--- config.mk ---
export PLATFORM = sky130hd
export DESIGN_NAME = beat_rate_meter
export DESIGN_NICKNAME = d
export VERILOG_FILES = /design/src/rtl/heart_rate_pkg.sv /design/src/rtl/seq_divider.sv /design/src/rtl/beat_rate_meter.sv
export SDC_FILE = /design/constraint.sdc
export NUM_CORES = 1
export LEC_CHECK = 0
export BUFFER_PORTS_ARGS = -buffer_cell sky130_fd_sc_hd__buf_2
export CELL_PAD_IN_SITES_DETAIL_PLACEMENT = 0
export CELL_PAD_IN_SITES_GLOBAL_PLACEMENT = 1
export CORE_AREA = 2 2 111 113
export CTS_CLUSTER_SIZE = 14
export DETAILED_ROUTE_END_ITERATION = 12
export DIE_AREA = 0 0 113 115
export GPL_ROUTABILITY_DRIVEN = 0
export PLACE_DENSITY_LB_ADDON = 0.05
export SLEW_MARGIN = 25
export SYNTH_ARGS = -nofsm -noshare
export SYNTH_HDL_FRONTEND = slang
export SYNTH_HIERARCHICAL = 1
export SYNTH_SLANG_ARGS = --single-unit
--- constraint.sdc ---
create_clock -name clk -period 6.69 [get_ports clk]
set_input_delay 0.669 -clock clk [delete_from_list [all_inputs] [get_ports clk]]
set_output_delay 0.669 -clock clk [all_outputs]
set_load 0.005 [all_outputs]
--- src/rtl/heart_rate_pkg.sv ---
// Shared types and constants for the heart-rate measurement path.
package heart_rate_pkg;

    typedef enum logic [1:0] {
        WAIT_FIRST = 2'd0,
        REFRACT    = 2'd1,
        MEASURE    = 2'd2,
        DIVIDE     = 2'd3
    } state_e;

    localparam logic [15:0] MS_PER_MIN = 16'd60000;

    // Clamp a 16-bit rate to the 8-bit output range.
    function automatic logic [7:0] sat_u8(input logic [15:0] v);
        return (v > 16'd255) ? 8'd255 : v[7:0];
    endfunction

endpackage

--- src/rtl/seq_divider.sv ---
// Unsigned 16/16 restoring divider: one quotient bit per cycle, 16 iterations,
// quotient held after the done pulse.
module seq_divider
    import heart_rate_pkg::*;
(
    input  logic        clk,
    input  logic        rst_n,
    input  logic        start,
    input  logic [15:0] dividend,
    input  logic [15:0] divisor,
    output logic [15:0] quotient,
    output logic        done
);

    logic [15:0] rem_q, rem_d;
    logic [15:0] quo_q, quo_d;
    logic [15:0] div_q, div_d;
    logic [4:0]  cnt_q, cnt_d;
    logic        busy_q, busy_d;
    logic        done_q, done_d;
    logic [16:0] shifted;
    logic [16:0] trial;

    // quo_q shifts the dividend out at the top while quotient bits enter at the bottom.
    always_comb begin
        rem_d   = rem_q;
        quo_d   = quo_q;
        div_d   = div_q;
        cnt_d   = cnt_q;
        busy_d  = busy_q;
        done_d  = 1'b0;
        shifted = {rem_q, quo_q[15]};
        trial   = shifted - {1'b0, div_q};
        if (start) begin
            rem_d  = 16'd0;
            quo_d  = dividend;
            div_d  = divisor;
            cnt_d  = 5'd16;
            busy_d = 1'b1;
        end else if (busy_q) begin
            if (!trial[16]) begin
                rem_d = trial[15:0];
                quo_d = {quo_q[14:0], 1'b1};
            end else begin
                rem_d = shifted[15:0];
                quo_d = {quo_q[14:0], 1'b0};
            end
            cnt_d = cnt_q - 5'd1;
            if (cnt_q == 5'd1) begin
                busy_d = 1'b0;
                done_d = 1'b1;
            end
        end
    end

    always_ff @(posedge clk or negedge rst_n) begin
        if (!rst_n) begin
            rem_q  <= '0;
            quo_q  <= '0;
            div_q  <= '0;
            cnt_q  <= '0;
            busy_q <= 1'b0;
            done_q <= 1'b0;
        end else begin
            rem_q  <= rem_d;
            quo_q  <= quo_d;
            div_q  <= div_d;
            cnt_q  <= cnt_d;
            busy_q <= busy_d;
            done_q <= done_d;
        end
    end

    assign quotient = quo_q;
    assign done     = done_q;

endmodule

--- src/rtl/beat_rate_meter.sv ---
// Beat detection with refractory rejection, millisecond interval timing and
// 60000/interval BPM computation; flags signal loss after a timeout.
module beat_rate_meter
    import heart_rate_pkg::*;
#(
    parameter int unsigned TICK_DIV   = 100000,
    parameter int unsigned REFRACT_MS = 250,
    parameter int unsigned TIMEOUT_MS = 3000
) (
    input  logic       clk,
    input  logic       rst_n,
    input  logic       over,
    output logic       beat,
    output logic [7:0] bpm,
    output logic       bpm_valid,
    output logic       no_signal
);

    localparam int          PW        = $clog2(TICK_DIV);
    localparam logic [PW-1:0] PRESC_TC = PW'(TICK_DIV - 1);
    localparam logic [15:0] REFRACT_C = 16'(REFRACT_MS);
    localparam logic [15:0] TIMEOUT_C = 16'(TIMEOUT_MS);

    state_e        state_q, state_d;
    logic [PW-1:0] presc_q, presc_d;
    logic [15:0]   ms_cnt_q, ms_cnt_d;
    logic          over_q;
    logic          beat_q, beat_d;
    logic [7:0]    bpm_q, bpm_d;
    logic          bpm_valid_q, bpm_valid_d;
    logic          no_signal_q, no_signal_d;
    logic          tick, rise, clear_ms, div_start, div_done;
    logic [15:0]   quotient;

    assign tick    = (presc_q == PRESC_TC);
    assign presc_d = tick ? '0 : presc_q + 1'b1;
    assign rise    = over & ~over_q;

    // A beat restarts the interval; otherwise count ms and park at the timeout.
    always_comb begin
        ms_cnt_d = ms_cnt_q;
        if (clear_ms)
            ms_cnt_d = 16'd0;
        else if (tick && (ms_cnt_q != TIMEOUT_C))
            ms_cnt_d = ms_cnt_q + 16'd1;
    end

    always_comb begin
        state_d     = state_q;
        beat_d      = 1'b0;
        bpm_valid_d = 1'b0;
        bpm_d       = bpm_q;
        no_signal_d = no_signal_q;
        clear_ms    = 1'b0;
        div_start   = 1'b0;
        case (state_q)
            WAIT_FIRST: begin
                if (rise) begin
                    beat_d      = 1'b1;
                    clear_ms    = 1'b1;
                    no_signal_d = 1'b0;
                    state_d     = REFRACT;
                end
            end
            REFRACT: begin
                if (ms_cnt_q >= REFRACT_C)
                    state_d = MEASURE;
            end
            MEASURE: begin
                // A beat landing on the timeout cycle still counts as a beat.
                if (rise) begin
                    beat_d    = 1'b1;
                    clear_ms  = 1'b1;
                    div_start = 1'b1;
                    state_d   = DIVIDE;
                end else if (ms_cnt_q == TIMEOUT_C) begin
                    no_signal_d = 1'b1;
                    state_d     = WAIT_FIRST;
                end
            end
            DIVIDE: begin
                if (div_done) begin
                    bpm_d       = sat_u8(quotient);
                    bpm_valid_d = 1'b1;
                    state_d     = REFRACT;
                end
            end
            default: state_d = WAIT_FIRST;
        endcase
    end

    always_ff @(posedge clk or negedge rst_n) begin
        if (!rst_n) begin
            state_q     <= WAIT_FIRST;
            presc_q     <= '0;
            ms_cnt_q    <= '0;
            over_q      <= 1'b0;
            beat_q      <= 1'b0;
            bpm_q       <= '0;
            bpm_valid_q <= 1'b0;
            no_signal_q <= 1'b1;
        end else begin
            state_q     <= state_d;
            presc_q     <= presc_d;
            ms_cnt_q    <= ms_cnt_d;
            over_q      <= over;
            beat_q      <= beat_d;
            bpm_q       <= bpm_d;
            bpm_valid_q <= bpm_valid_d;
            no_signal_q <= no_signal_d;
        end
    end

    // The interval is captured by the divider on the start pulse.
    seq_divider u_div (
        .clk      (clk),
        .rst_n    (rst_n),
        .start    (div_start),
        .dividend (MS_PER_MIN),
        .divisor  (ms_cnt_q),
        .quotient (quotient),
        .done     (div_done)
    );

    assign beat      = beat_q;
    assign bpm       = bpm_q;
    assign bpm_valid = bpm_valid_q;
    assign no_signal = no_signal_q;

endmodule

# Word level (Yosys, flattened, before mapping)
# Index checks and enable logic that the tools add are counted.
dict set report totals {
  word_cells 77
  in_bits 3
  register_bits 102
  out_inout_bits 11
}
dict set report classes {
  muxes 33
  eq_ne 13
  addsub 4
  n_reduce_logical 9
  magnitude_cmp 2
  bitwise_logic 2
}
# op count
set op_table {}
lappend op_table {{16-bit 2-to-1 mux} 7}
lappend op_table {{17-bit by 1-bit adder with 17-bit output, second input constant} 1}
lappend op_table {{17-bit equality test, second input constant} 1}
lappend op_table {{17-bit 2-to-1 mux} 1}
lappend op_table {{17-bit by 16-bit subtractor with 17-bit output} 1}
lappend op_table {{16-bit by 1-bit adder with 16-bit output, second input constant} 1}
lappend op_table {{16-bit by 12-bit equality test with 1-bit output, second input constant} 1}
lappend op_table {{16-bit by 8-bit greater-or-equal comparator with 1-bit output, second input constant} 1}
lappend op_table {{16-bit by 8-bit greater-than comparator with 1-bit output, second input constant} 1}
lappend op_table {{16-bit by 12-bit inequality test with 1-bit output, second input constant} 1}
lappend op_table {{1-bit 2-to-1 mux} 15}
lappend op_table {{2-bit 2-to-1 mux} 5}
lappend op_table {{5-bit 2-to-1 mux} 2}
lappend op_table {{8-bit 2-to-1 mux} 1}
lappend op_table {{2-bit inequality test, second input constant} 4}
lappend op_table {{2-bit one-hot mux with 4 select lines} 1}
lappend op_table {{4-bit AND reduction} 2}
lappend op_table {{2-bit nonzero test} 3}
lappend op_table {{5-bit by 1-bit equality test with 1-bit output, second input constant} 1}
lappend op_table {{5-bit by 1-bit subtractor with 5-bit output, second input constant} 1}
lappend op_table {{2-bit equality test, second input constant} 2}
lappend op_table {{3-bit inequality test, second input constant} 1}
lappend op_table {{2-bit by 1-bit equality test with 1-bit output, second input constant} 1}
lappend op_table {{2-bit zero test} 1}
lappend op_table {{7 further kinds} 7}

# Depth between registers and ports, before layout
# Gate-level depths: netlist of run 1.
dict set report depth {
  ltp_word 5
  ltp_mapped 12
  mapped_depth_nobuf 10
}

# Cells and area by module
# The synthesis of run 1 kept the hierarchy.
# mod area_each_um2 cells_per_inst seq_area_each_um2 n_inst
set modules_own_cells {}
lappend modules_own_cells {seq_divider 3438.3 376 1376.3 1}
lappend modules_own_cells {beat_rate_meter 2369.8 231 1177.4 1}

# Worst setup path before layout of run 1
# No wires, ideal clock.
dict set report synth_path {
  path_type {reg2reg}
  startpoint {register u_div.quo_q[15] (netlist: u_div/quotient[15])}
  endpoint {register u_div.rem_q[11]}
  path_slack_ns 3.908
  path_buffers 2
  setup_time_ns 0.143
  t_arrival_ns 2.639
  path_stages_with_launch 13
  period_less_slack_ns 2.782
  required_ns 6.547
  cell_sequence {dfrtp_1 > inv_1 > ha_1 > inv_1 > fa_1 > a211o_1 > a211o_1 > a22o_1 > o211a_1 > buf_6 > buf_8 > o31ai_2 > a31oi_1}
}
dict set report synth_via {
  elab_chain_cells 4
}
# element line
set synth_lines {}
lappend synth_lines {{start, declared} seq_divider.sv:16} ;# logic [15:0] quo_q, quo_d;
lappend synth_lines {{start signal, assigned} seq_divider.sv:66} ;# quo_q <= quo_d;
lappend synth_lines {{17-bit by 16-bit subtractor with 17-bit output} seq_divider.sv:33} ;# trial = shifted - {1'b0, div_q};
lappend synth_lines {{16-bit 2-to-1 mux} seq_divider.sv:41} ;# if (!trial[16]) begin
lappend synth_lines {{16-bit 2-to-1 mux} seq_divider.sv:40} ;# end else if (busy_q) begin
lappend synth_lines {{16-bit 2-to-1 mux} seq_divider.sv:34} ;# if (start) begin
lappend synth_lines {{end signal, assigned} seq_divider.sv:65} ;# rem_q <= rem_d;
lappend synth_lines {{end, declared} seq_divider.sv:15} ;# logic [15:0] rem_q, rem_d;
# Every way passes these cells. The select of a mux whose other input is x is not followed.
# A chain may end at the register's enable or synchronous reset.

# Worst setup path in the final report of run 1
dict set report layout_path {
  startpoint {register u_div.quo_q[15] (netlist: u_div/quotient[15])}
  endpoint {register u_div.rem_q[13]}
}
# The elaborated chain is that of the path after synthesis.

==> run summary, run 1 <==
• dfrtp_1 — post-synthesis cell type with the largest combined area
• 0 — n_diodes
• 0 — Final Hold Fails
• 71 — number of unique standard cell types used by synthesis
• done — clock tree from TritonCTS
• reg -> reg — worst setup path class
• 100% — Synth async-reset ratio
• 49.0% — worst relative slew slack
• complete, no violations — result of the run
• 3.40 ns — worst path setup slack after routing
• 0.35 ns — Clk Latency, worst-skew pair
• 0.228 mV — Max VDD drop
• 9 — TritonCTS buffer count
• in -> async — Tightest Hold Check Type
• 5.50 — average via count per standard cell
• 113 µm — die width
• 0 — Post-CTS Setup Inserts
• 90 — largest net degree at the start of global routing
• 8.49 mm — estimated wirelength of the detail-placed design
• 0 — number of hold buffers added after CTS
• false — setup repair after global routing missed its margin
• clkbuf_16 — root buffer selected by CTS
• 0.321 ns — Hold Slack
• dfrtp_1, ha_1, nand2_1 — main area contributors after synthesis
• 43.5% — Yosys top cell area share
• 6280 µm² — post-route cell area
• 49.2% — initial core utilization
• dfrtp_1 — dominant synthesized flop cell
• 9.57 µm² — Mapped Avg Cell Area
• 40 — std cell rows
• 3.44 ns — worst setup slack after placement
• 8.79% — fraction of layout instances using a drive strength above 1
• 14 — number of placed I/O pins
• flop — type of destination of the critical path
• 4110 — vias in the first global route
• 284 — number of design-rule violations left by the first detailed-router iteration
• 13000 µm² — DIE AREA
• 0.07 ns — clock transition at the registers of the reported paths
• 304 MHz — Max Freq
• 0.00746 ns — worst clock skew
• 12.1 mm — total length of routed wires
• 0 — Antenna Nets Post-Route
• 8.12% — area delta synth->final
• 5990 µm² — post-place instance area
• 4250 — number of vias after detailed routing
• 6.94 ns — worst path required time
• 15.7 µm — average detailed-routed wire length per instance
• 13 — Port Buffers
• 49.2% — share of the clock period used by the worst path after layout
• 115 µm — die outline height
• 507 nW/µm² — power density normalized to cell area
• 0 — drc violations
• 2 — Clock Path Buffers
• flop — category of the worst setup path launch point
• 20.9 mm — global-route wire length before repair
• 11800 µm² — standard cell core area
• 5810 µm² — post-synthesis instance area
• 44.0% — post-synthesis sequential area ratio
• 0 — CTS resizes
• 0 — max-slew violation count
• 0 — number of max-cap violations
• 0 — residual overflow from global routing
• 20.2% — global router's overall resource usage
• 652 — final net count
• 3.54 ns — Arr. time, crit path
• 2.84 nW — total leakage power
• 1105 — number of fill cells in the layout
• 6 — total of warnings raised by yosys
• 17 — largest fanout of any net on the critical path
• 4 — drt pass-1 iters
• 0 — count of final setup violators
• 607 — post-synthesis cell count
• 3 — CTS H-tree depth
• 102 — Synth Register Bits
• 0 — EDFF count, synth
• 0.765 ns — Worst Max-Slew Pin Slew
• 0 ns — total negative setup slack
• 102 — Sinks on Clock Net
• 3.29 ns — min Tclk post-route
• 0 — number of antenna violations at the first check in global routing
## area by class of cell
class	instances	area, µm²	share of cell area, %
Sequential cell	102	2550	40.7
Inverter	32	120	1.91
Tap cell	147	184	2.93
Clock buffer	9	225	3.59
Multi-Input combinational cell	460	3040	48.3
Timing Repair Buffer	17	97.6	1.55
Clock inverter	6	62.6	0.996
## state kept, by name (all words and copies together), names as in the netlist, 2 cells and up
register        flops
bpm                 8
ms_cnt_q           16
presc_q            17
state_q             2
u_div/cnt_q         5
u_div/div_q        16
u_div/quotient     16
u_div/rem_q        16
## kinds of logic (layout without fill, tap and decap cells)
logic type | after synthesis | in the layout | synth area share [%]
AOI/OAI and AO/OA | 142 | 142 | 17.2
adders and majority gates | 27 | 27 | 5.95
buffers and inverters | 59 | 64 | 4.74
and+or+nand+nor | 212 | 212 | 18.1
other | 2 | 16 | 0.129
xor gates and xnor gates | 44 | 44 | 6.64
muxes | 19 | 19 | 3.32
DFF | 102 | 102 | 44.0
## synth_stat cells (3+ instances only)
cell type / n
a211o_1: 4
a21o_1: 10
a21oi_1: 17
a311oi_1: 9
a31oi_1: 6
and2_1: 4
and3_1: 6
buf_1: 3
buf_2: 4
buf_6: 5
clkbuf_1: 14
dfrtp_1: 101
ha_1: 26
inv_1: 32
mux2i_1: 17
nand2_1: 66
nand2b_1: 7
nand3_1: 21
nand3b_1: 3
nand4_1: 11
nor2_1: 60
nor2b_1: 4
nor3_1: 6
nor4_1: 3
o2111ai_1: 4
o211a_1: 3
o211ai_1: 4
o211ai_2: 3
o21a_1: 6
o21ai_0: 44
o22a_1: 8
o31ai_1: 4
xnor2_1: 23
xor2_1: 21
## metal layers
metal	up-vias	global-route usage [%]	share of wire, %	wire length [µm]
met3	12	4.74	3.6	436
met2	58	30.3	44	5300
met1	2019	29.6	51	6250
li1	2161	-	-	-
met5	-	0	0	0
met4	0	5.53	1.3	153
## critical path: stages, from the launching register on
cell and delay (ns):
dfrtp_1 0.41, inv_1 0.07, ha_1 0.15, inv_1 0.05
fa_1 0.42, a211o_1 0.33, a211o_1 0.38, nand3_1 0.20
o211a_1 0.63, o2111ai_1 0.24, a311oi_1 0.30
## final timing paths
kind                       cells after the start                          end  slack, ns                           start
max                                           10  u_div/rem_q[13]$_DFFE_PN0P_       3.40  u_div/quotient[15]$_DFFE_PN0P_
min                                            1  u_div/rem_q[15]$_DFFE_PN0P_       0.32                           rst_n
max reg2reg                                   10  u_div/rem_q[13]$_DFFE_PN0P_       3.40  u_div/quotient[15]$_DFFE_PN0P_
min reg2reg                                    1         presc_q[0]$_DFF_PN0_       0.49            presc_q[0]$_DFF_PN0_
max in group asynchronous                      2       u_div/busy_q$_DFF_PN0_       5.17                           rst_n
min in group clk                               1             over_q$_DFF_PN0_       0.45                            over
## cells in the final DEF (no fill, tap or decap), drive strengths merged, types with 6 or more instances in the layout
| cell type | n |
|---|---|
| nor3 | 7 |
| o22a | 8 |
| a21oi | 17 |
| conb | 16 |
| nand2 | 66 |
| a31oi | 6 |
| o21a | 6 |
| nand3 | 21 |
| xor2 | 21 |
| clkbuf | 9 |
| nor2 | 60 |
| xnor2 | 23 |
| a21o | 11 |
| inv | 33 |
| nand2b | 7 |
| mux2i | 17 |
| nand4 | 12 |
| a311oi | 10 |
| o211ai | 7 |
| ha | 26 |
| o21ai | 44 |
| and3 | 8 |
| buf | 17 |
| dfrtp | 101 |
## power breakdown
part,internal (W),switching [W]
Sequential,0.000825,0.000153
Clock,0.000288,0.000230
Combinational,0.000720,0.000967
## through the flow
| stage | power (W) | instances | util [%] |
|---|---|---|---|
| floorplan | 0.00233 | 621 | - |
| global placement | 0.00264 | 758 | 50.7 |
| detailed placement | 0.00267 | 758 | 50.7 |
| CTS | 0.00320 | 773 | 53.2 |
| global route | 0.00346 | 773 | 53.2 |
| finish | 0.00318 | 773 | 53.2 |
(Power assumes the default switching activity.)
==> inputs of run 2 (changes only) <==
- clock period: 6.69 -> 3.25 ns (I/O delays scaled with it)
==> run summary, run 2 (same netlist as run 1, synthesis figures left out) <==
• 3.20 ns — Arr. time, crit path
• 17 — largest fanout of any net on the critical path
• 0 — Antenna Nets Post-Route
• 6050 µm² — post-place instance area
• 0.825 ns — Worst Max-Slew Pin Slew
• flop — category of the worst setup path launch point
• 64 — largest net degree at the start of global routing
• 2.88 nW — total leakage power
• 0 — residual overflow from global routing
• 13000 µm² — DIE AREA
• 4.01% — Global Route met3 Usage
• 0 — number of antenna violations at the first check in global routing
• 0 — drc violations
• 0 — number of max-cap violations
• 102 — Sinks on Clock Net
• 2550 µm² — Reg area
• 40 — std cell rows
• flop — type of destination of the critical path
• clkbuf_16 — root buffer selected by CTS
• 0.0404 ns — worst setup slack after placement
• 659 — final net count
• 49.2% — initial core utilization
• 5.54 — average via count per standard cell
• 0 — count of final setup violators
• 3 — CTS H-tree depth
• 0 — number of hold buffers added after CTS
• met2 — most used routing layer
• 1050 nW/µm² — power density normalized to cell area
• 293 — number of design-rule violations left by the first detailed-router iteration
• 6370 µm² — post-route cell area
• 4 — drt pass-1 iters
• 3.52 ns — worst path required time
• 17 — max FFs per register
• done — clock tree from TritonCTS
• 0 ns — total negative setup slack
• false — setup repair after global routing missed its margin
• 1087 — number of fill cells in the layout
• in -> async — Tightest Hold Check Type
• 0 — Final Hold Fails
• 0.317 ns — worst path setup slack after routing
• u_div/quotient[15]$_DFFE_PN0P_ — Reg-to-Reg Start
• 21.2 mm — global-route wire length before repair
• 0 — CTS resizes
• 3040 µm² — Multi-input gate area
• 15.7 µm — average detailed-routed wire length per instance
• 53.9% — final core area utilization
• 0.07 ns — clock transition at the registers of the reported paths
• 0 — Post-CTS Setup Inserts
• 2 — Clock Path Buffers
• 113 µm — die width
• 90.3% — share of the clock period used by the worst path after layout
• 9.69% — area delta synth->final
• 0 — max-slew violation count
• 12.3 mm — total length of routed wires
• dfrtp_1 — most common cell after layout, fill and taps aside
• u_div/quotient[15]$_DFFE_PN0P_ — launching element of the worst setup path
• 341 MHz — Max Freq
• 20.5% — global router's overall resource usage
• 4265 — vias in the first global route
• 13 — Port Buffers
• 0.398 mV — Max VDD drop
• 4326 — number of vias after detailed routing
• 0.0529 ns — Hold Slack
• 9.78% — fraction of layout instances using a drive strength above 1
• 28.9% — met1 GRT Util
• 115 µm — die outline height
• 0.0118 ns — worst clock skew
• 14 — number of placed I/O pins
• 45.0% — worst relative slew slack
• 31.6% — met2 Track Usage GR
• 8.73 mm — estimated wirelength of the detail-placed design
• reg -> reg — worst setup path class
• 9 — TritonCTS buffer count
• presc_q — Biggest register
• 11800 µm² — standard cell core area
• dfrtp_1, nand2_1, nor2_1 — leading cell types in the layout, fill and taps excluded
• complete, no violations — result of the run
• 0 — n_diodes
• 2.93 ns — min Tclk post-route
• 0.36 ns — Clk Latency, worst-skew pair
## run 2: cell count changes in the layout (fill, tap and decap cells not counted), sizes merged
cell	before	now
clkinvlp	0	1
inv	33	34
clkinv	4	1
clkbuf	9	11
buf	17	24
## run 2: stage by stage
| stage | cells | power (W) |
|---|---|---|
| floorplan | 621 | 0.00481 |
| global placement | 765 | 0.00552 |
| detailed placement | 765 | 0.00556 |
| CTS | 781 | 0.00672 |
| global route | 781 | 0.00728 |
| finish | 781 | 0.00670 |
## run 2: cell type report
class,count,area share (%)
well taps,147,2.89
inverters,32,1.89
flip-flops and latches,102,40.1
repair buffers,24,2.55
clock inverters,5,1.04
multi-input cells,460,47.7
clock buffers,11,3.81
## run 2: per-layer routing
layer  part of all wire (%)  up-vias
li1                       -     2173
met1                     49     2068
met2                     45       65
met3                    3.8       20
met4                    1.7        0
met5                      0        -
## run 2: final timing paths
check                                                 end  slack [ns]  cells after the start
max                           u_div/rem_q[13]$_DFFE_PN0P_        0.32                     10
max reg2reg                   u_div/rem_q[13]$_DFFE_PN0P_        0.32                     10
min reg2reg                            bpm[2]$_DFFE_PN0P_        0.50                      1
min in group clk                         over_q$_DFF_PN0_        0.09                      1
min                           u_div/rem_q[14]$_DFFE_PN0P_        0.05                      1
max in group asynchronous  u_div/quotient[11]$_DFFE_PN0P_        2.50                      2
## run 2: power by group
group	total (W)	internal [W]	leakage (nW)	switching, W
sequential	0.00199	0.00170	1.30	0.000297
clock	0.00112	0.000628	0.148	0.000492
combinational	0.00358	0.00156	1.44	0.00203
## run 2: critical path, stage by stage (launching register included)
cell	delay, ns
dfrtp_1	0.41
inv_1	0.07
ha_1	0.15
inv_1	0.05
fa_1	0.42
a211o_1	0.33
a211o_1	0.38
nand3_1	0.23
o211a_4	0.36
o2111ai_1	0.16
a311oi_1	0.27
